**src/rtl/attack_judge.sv**
```systemverilog
// attack_judge: attack-phase scorer for the fight screen.
//   When an attack key arrives over UART, the moving-bar x position is latched
//   and classified against the score-bar zones. The matching damage is then
//   applied to the monster HP register, which saturates at zero. A cooldown
//   counted in animation frames must expire before the next attack is taken.
//   The restart key restores full HP from any state.
// Ports:
//   i_clk, i_rst_n  clock, asynchronous active-low reset
//   i_rx_receive    one-cycle strobe qualifying i_rx_data
//   i_rx_data       received UART byte
//   i_animate       one-cycle end-of-frame strobe
//   i_bar_x         moving-bar centre x in pixels
//   o_monster_hp    remaining monster HP (registered)
//   o_zone          last judged zone: 0 miss, 1 blue, 2 orange, 3 yellow, 4 green
//   o_damage        damage of the last judged attack
//   o_hit_valid     one-cycle pulse when o_monster_hp takes an attack result
//   o_busy          high in JUDGE, APPLY and COOLDOWN
//   o_dead          high when o_monster_hp == 0
module attack_judge #(
  parameter logic [15:0] MAX_HP          = 16'd500,
  parameter logic [15:0] DMG_GREEN       = 16'd50,
  parameter logic [15:0] DMG_YELLOW      = 16'd30,
  parameter logic [15:0] DMG_ORANGE      = 16'd15,
  parameter logic [15:0] DMG_BLUE        = 16'd5,
  parameter logic [7:0]  COOLDOWN_FRAMES = 8'd30,
  parameter logic [7:0]  ATTACK_KEY      = 8'h20,
  parameter logic [7:0]  RESTART_KEY     = 8'h72
) (
  input  logic        i_clk,
  input  logic        i_rst_n,
  input  logic        i_rx_receive,
  input  logic [7:0]  i_rx_data,
  input  logic        i_animate,
  input  logic [15:0] i_bar_x,
  output logic [15:0] o_monster_hp,
  output logic [2:0]  o_zone,
  output logic [15:0] o_damage,
  output logic        o_hit_valid,
  output logic        o_busy,
  output logic        o_dead
);

  typedef enum logic [2:0] {
    IDLE     = 3'd0,
    JUDGE    = 3'd1,
    APPLY    = 3'd2,
    COOLDOWN = 3'd3,
    DEAD     = 3'd4
  } state_t;

  state_t      state, state_nx;
  logic [15:0] bar_x_lat, bar_x_lat_nx;
  logic [15:0] hp_nx, damage_nx;
  logic [2:0]  zone_nx, judged_zone;
  logic [7:0]  cnt, cnt_nx;
  logic        hit_nx, busy_nx, dead_nx;
  logic        attack_key, restart_key;

  // Zone lookup on the latched x; anything outside the listed windows
  // (including off-screen x) is a miss.
  function automatic logic [2:0] classify(input logic [15:0] x);
    if (x >= 16'd305 && x <= 16'd325) begin
      classify = 3'd4;
    end else if ((x >= 16'd220 && x <= 16'd235) || (x >= 16'd395 && x <= 16'd410)) begin
      classify = 3'd3;
    end else if ((x >= 16'd160 && x <= 16'd175) || (x >= 16'd455 && x <= 16'd470)) begin
      classify = 3'd2;
    end else if ((x >= 16'd115 && x <= 16'd130) || (x >= 16'd500 && x <= 16'd515)) begin
      classify = 3'd1;
    end else begin
      classify = 3'd0;
    end
  endfunction

  function automatic logic [15:0] zone_damage(input logic [2:0] z);
    case (z)
      3'd4:    zone_damage = DMG_GREEN;
      3'd3:    zone_damage = DMG_YELLOW;
      3'd2:    zone_damage = DMG_ORANGE;
      3'd1:    zone_damage = DMG_BLUE;
      default: zone_damage = 16'd0;
    endcase
  endfunction

  assign attack_key  = i_rx_receive && (i_rx_data == ATTACK_KEY);
  assign restart_key = i_rx_receive && (i_rx_data == RESTART_KEY);
  assign judged_zone = classify(bar_x_lat);

  // Next-state and next-output computation; restart overrides everything.
  always_comb begin
    state_nx     = state;
    bar_x_lat_nx = bar_x_lat;
    hp_nx        = o_monster_hp;
    zone_nx      = o_zone;
    damage_nx    = o_damage;
    cnt_nx       = cnt;
    hit_nx       = 1'b0;

    if (restart_key) begin
      hp_nx     = MAX_HP;
      zone_nx   = 3'd0;
      damage_nx = 16'd0;
      cnt_nx    = 8'd0;
      state_nx  = IDLE;
    end else begin
      case (state)
        IDLE: begin
          if (attack_key) begin
            bar_x_lat_nx = i_bar_x;
            state_nx     = JUDGE;
          end else begin
            state_nx = IDLE;
          end
        end
        JUDGE: begin
          zone_nx   = judged_zone;
          damage_nx = zone_damage(judged_zone);
          state_nx  = APPLY;
        end
        APPLY: begin
          // Full-width compare so a large hit clamps to zero instead of wrapping.
          if (o_monster_hp > o_damage) begin
            hp_nx = o_monster_hp - o_damage;
          end else begin
            hp_nx = 16'd0;
          end
          hit_nx   = 1'b1;
          cnt_nx   = COOLDOWN_FRAMES;
          state_nx = COOLDOWN;
        end
        COOLDOWN: begin
          if (cnt == 8'd0) begin
            if (o_monster_hp == 16'd0) begin
              state_nx = DEAD;
            end else begin
              state_nx = IDLE;
            end
          end else if (i_animate) begin
            cnt_nx = cnt - 8'd1;
          end else begin
            cnt_nx = cnt;
          end
        end
        DEAD: begin
          state_nx = DEAD;
        end
        default: begin
          state_nx = IDLE;
        end
      endcase
    end

    busy_nx = (state_nx == JUDGE) || (state_nx == APPLY) || (state_nx == COOLDOWN);
    dead_nx = (hp_nx == 16'd0);
  end

  // State and registered outputs; o_busy/o_dead track the next state and HP
  // so they change on the same edge as the values they describe.
  always_ff @(posedge i_clk or negedge i_rst_n) begin
    if (!i_rst_n) begin
      state        <= IDLE;
      bar_x_lat    <= 16'd0;
      cnt          <= 8'd0;
      o_monster_hp <= MAX_HP;
      o_zone       <= 3'd0;
      o_damage     <= 16'd0;
      o_hit_valid  <= 1'b0;
      o_busy       <= 1'b0;
      o_dead       <= 1'b0;
    end else begin
      state        <= state_nx;
      bar_x_lat    <= bar_x_lat_nx;
      cnt          <= cnt_nx;
      o_monster_hp <= hp_nx;
      o_zone       <= zone_nx;
      o_damage     <= damage_nx;
      o_hit_valid  <= hit_nx;
      o_busy       <= busy_nx;
      o_dead       <= dead_nx;
    end
  end

endmodule
```
**config.mk**
```make
export PLATFORM = sky130hd
export DESIGN_NAME = attack_judge
export DESIGN_NICKNAME = d
export VERILOG_FILES = /design/src/rtl/attack_judge.sv
export SDC_FILE = /design/constraint.sdc
export NUM_CORES = 1
export LEC_CHECK = 0
export ABC_AREA = 1
export BUFFER_PORTS_ARGS = -buffer_cell sky130_fd_sc_hd__buf_4
export CAP_MARGIN = 20
export CORE_MARGIN = 2
export CORE_UTILIZATION = 55
export CTS_CLUSTER_DIAMETER = 80
export DETAILED_ROUTE_END_ITERATION = 16
export PLACE_DENSITY_LB_ADDON = 0.08
export SETUP_SLACK_MARGIN = 0.02
export SYNTH_ARGS = -nofsm -noshare
export SYNTH_HDL_FRONTEND = slang
export SYNTH_SLANG_ARGS = --single-unit
```
**constraint.sdc**
```tcl
create_clock -name i_clk -period 6.9 [get_ports i_clk]
set_clock_uncertainty 0.15 [all_clocks]
set_input_delay 0.345 -clock i_clk [delete_from_list [all_inputs] [get_ports i_clk]]
set_output_delay 0.345 -clock i_clk [all_outputs]
set_load 0.1 [all_outputs]
```
==> impl_results.md <==
- Net Switching: 0.000781 W
- Effective utilization at floorplan: 55.9%
- # port buffers: 55
- Global-route wire length before repair: 13800 µm
- Total Die Area: 0.00699 mm²
- Number of flops mapped to enable cells by yosys: 0
- Number of cells in the design after placement: 597
- Final worst path period share: 35.9%
- Cell-by-cell trace of the critical path: inv_1 > ha_1 > inv_1 > fa_1 > nand2_1 > nand3_1 > nand3_2 > nand3_2 > nand2_2 > nand2_4 > nand2_4 > inv_2 > nand2_1 > nand2_1 > nor2_1 > nand2_1 > nor2_2
- Boundary Pins: 66
- Bufs and invs on worst path: 3
- Pin count of the biggest net entering global routing: 55
- Clock tree from TritonCTS: yes
- Sequential cell area fraction in the yosys report: 39.0%
- Unrepaired setup endpoints after global routing: no
- Final weighted congestion of routability-driven global placement: 0.937
- Aggregate routed wire length: 7940 µm
- Reg clk slew, reported paths: 0.11 ns
- Share of layout cells above drive strength 1: 19.7%
- Critical path startpoint category: flip-flop
- Insertion delay of the later-clocked pin in the worst-skew pair: 0.31 ns
- Power share of the combinational group: 55.6%
- CTS root buffer: clkbuf_8
- Least-Margin Pin Slew: 0.683 ns
- H-tree lvl count: 2
- Critical path data required time: 6.99 ns
- Power share of the sequential group: 31.3%
- Top FF cell, synth: dfrtp_1
- CP max FO: 7
- Vias in the first global route: 3033
- Residual DRC count: 0
- Floorplan die height: 83.6 µm
- Via/cell ratio: 5.28
- Instance count of the mapped netlist: 470
- Largest cells by area after synthesis: dfrtp_1 34%, nand2_1 13%, inv_1 7.2%
- Total routing usage reported by global routing: 23.6%
- Die extent in x: 83.6 µm
- Setup-violating endpoint count in the final report: 0
- Min-delay worst type: in2reg
- Number of gates resized after cts: 0
- Net count reported at finish: 564
- Post-Syn Area per Cell: 7.42 µm²
- Count of warnings emitted by yosys: 0
- Residual antenna-violating net count after detailed routing: 0
- CTS buffer count: 5
- Number of endpoints with negative hold slack in the final report: 0
- Run status: complete, no violations
- Average routed wire per standard cell: 13.1 µm
- Non-Filler Instances: 606
- Distinct cell type count of the synthesized netlist: 42
- Net switching share of the total power: 53.5%
- Area share of the largest cell type after synthesis: 34.5%
- Clock sinks: 54
- Cell with the most instances after synthesis: nand2_1
- Max-cap violation count: 0
- Most frequent cell on the critical path: nand2_1
- Signal arrival time at the worst endpoint: 2.56 ns
- Share of synthesized registers carrying an async set or reset: 100%
- CP top delay family: simple AND/OR/NAND/NOR gates
- Most frequent cells after synthesis: 119 x nand2_1, 67 x inv_1, 52 x nor2_1
- Post-CTS Repair Setup Buffers: 0
- Fin. max-slew vios: 0
- Minimum period implied by the final worst setup slack: 2.47 ns
- Slowest stage cell, crit path: dfrtp_1
- Maximum single-stage delay on the critical path: 0.43 ns
- Total negative setup slack: 0 ns
- Worst slew slack as a fraction of its limit: 54.5%
- Critical path endpoint category: flip-flop
- Detailed-placement wirelength estimate: 6300 µm
- Number of antenna violations at the first check in global routing: 0
- Number of optimization iterations in the first detailed-route pass: 4
- Cell Int Power: 0.000678 W
- Core occupancy in the finished layout: 64.7%
- Static leakage power: 2.22 nW
- Fill cell instance count of the final layout: 559
- Starting DRC count in detailed routing: 163
- Cell taking the most area after synthesis: dfrtp_1
- Post-synthesis sequential element count: 54
- Post-Synthesis Cell Area: 0.00349 mm²
- Power per standard cell area: 361 mW/mm²
- Core Footprint: 0.00624 mm²
- Upper clock frequency limit: 404 MHz
- Count of hold buffers inserted by post-cts repair: 1
- Overflow left after global routing: 0
- Count of inserted antenna diode cells: 0
- Total via count in the routed design: 3199
- Clock share of power: 13.1%
- IR drop worst, VDD: 0.000339 V
- Startpoint-to-endpoint class of the critical path: reg2reg
- Maximum clock path buffer count: 2
- Row cnt: 29
- Area added between synthesis and finish: 15.8%
## sequential cells by signal (all words and copies together) (netlist names), 3 cells and up
signal / cells
state: 3
cnt: 8
o_damage: 5
bar_x_lat: 16
o_zone: 3
o_monster_hp: 16
## cells in the final DEF, fill, tap and decap left out, drive strengths merged, types with 3 or more instances in the layout
cell type  synthesis  final
nand3             36     36
conb               1     10
dfrtp             48     48
nor2              59     59
ha                 7      7
buf               14     55
nor4               5      5
nand2            126    126
o21ai             21     21
o22ai              4      4
a21oi              9      9
dfstp              6      6
xor2               3      3
mux2              16     16
inv               75     76
clkbuf             0      7
nand4             14     14
o211ai             3      3
nor3              11     11
## power by group through the flow
stage,combinational (W),clock [W],sequential [W]
after floorplan,0.000386,0,0.000714
after global placement,0.000800,0,0.000460
after detailed placement,0.000808,0,0.000461
after CTS,0.000811,0.000196,0.000455
after global routing,0.000888,0.000207,0.000465
final,0.000811,0.000192,0.000456
## metrics by stage
stage	power (W)	hold WS [ns]	instance area [µm²]	worst slack [ns]
2_1_floorplan	0.00110	-0.101	3520	4.05
3_5_place_dp	0.00127	0.289	3930	4.46
5_1_grt	0.00156	0.0878	4040	4.19
4_1_cts	0.00146	0.0958	4040	4.43
3_3_place_gp	0.00126	0.279	3930	4.55
6_report	0.00146	0.0962	4040	4.43
## cells by family after synthesis
group	synth area share, %
AO/OA/AOI/OAI	7.21
buffers and inverters	11.0
other	0.108
adder cells (fa/ha/maj)	3.09
flip-flops	39.0
multiplexers	5.17
XOR/XNOR	0.754
AND/OR/NAND/NOR	33.7
## per-layer routing
metal  vias up  share of wire, %  global-route usage, %
li1       1619                 -                      -
met1      1482                47                   32.7
met2        91                47                   40.3
met3         7               5.1                   2.77
met4         0              0.72                   4.55
met5         -                 0                      0
## layout make-up
type                            instances  area [µm²]  share of cell area, %
Clock inverter                          1        8.76                  0.217
Sequential cell                        54        1360                   33.7
Tap cell                               77        96.3                   2.39
Multi-Input combinational cell        335        1780                   44.0
Inverter                               76         285                   7.07
Clock buffer                            7        86.3                   2.14
Timing Repair Buffer                   56         423                   10.5
## path summary, 6_finish.rpt
| path | from | end | depth (start not counted) | slack [ns] |
|---|---|---|---|---|
| setup / recovery | o_monster_hp[0]$_DFF_PN0_ | o_dead$_DFF_PN0_ | 17 | 4.43 |
| min in group asynchronous | i_rst_n | cnt[7]$_DFFE_PN0P_ | 2 | 0.48 |
| setup reg to reg | o_monster_hp[0]$_DFF_PN0_ | o_dead$_DFF_PN0_ | 17 | 4.43 |
| hold reg to reg | cnt[0]$_DFFE_PN0P_ | cnt[0]$_DFFE_PN0P_ | 1 | 0.35 |
| max in group asynchronous | i_rst_n | o_monster_hp[10]$_DFF_PN0_ | 2 | 5.66 |
| hold / removal | i_bar_x[15] | bar_x_lat[15]$_DFFE_PN0P_ | 2 | 0.1 |
(Power assumes the default switching activity.)
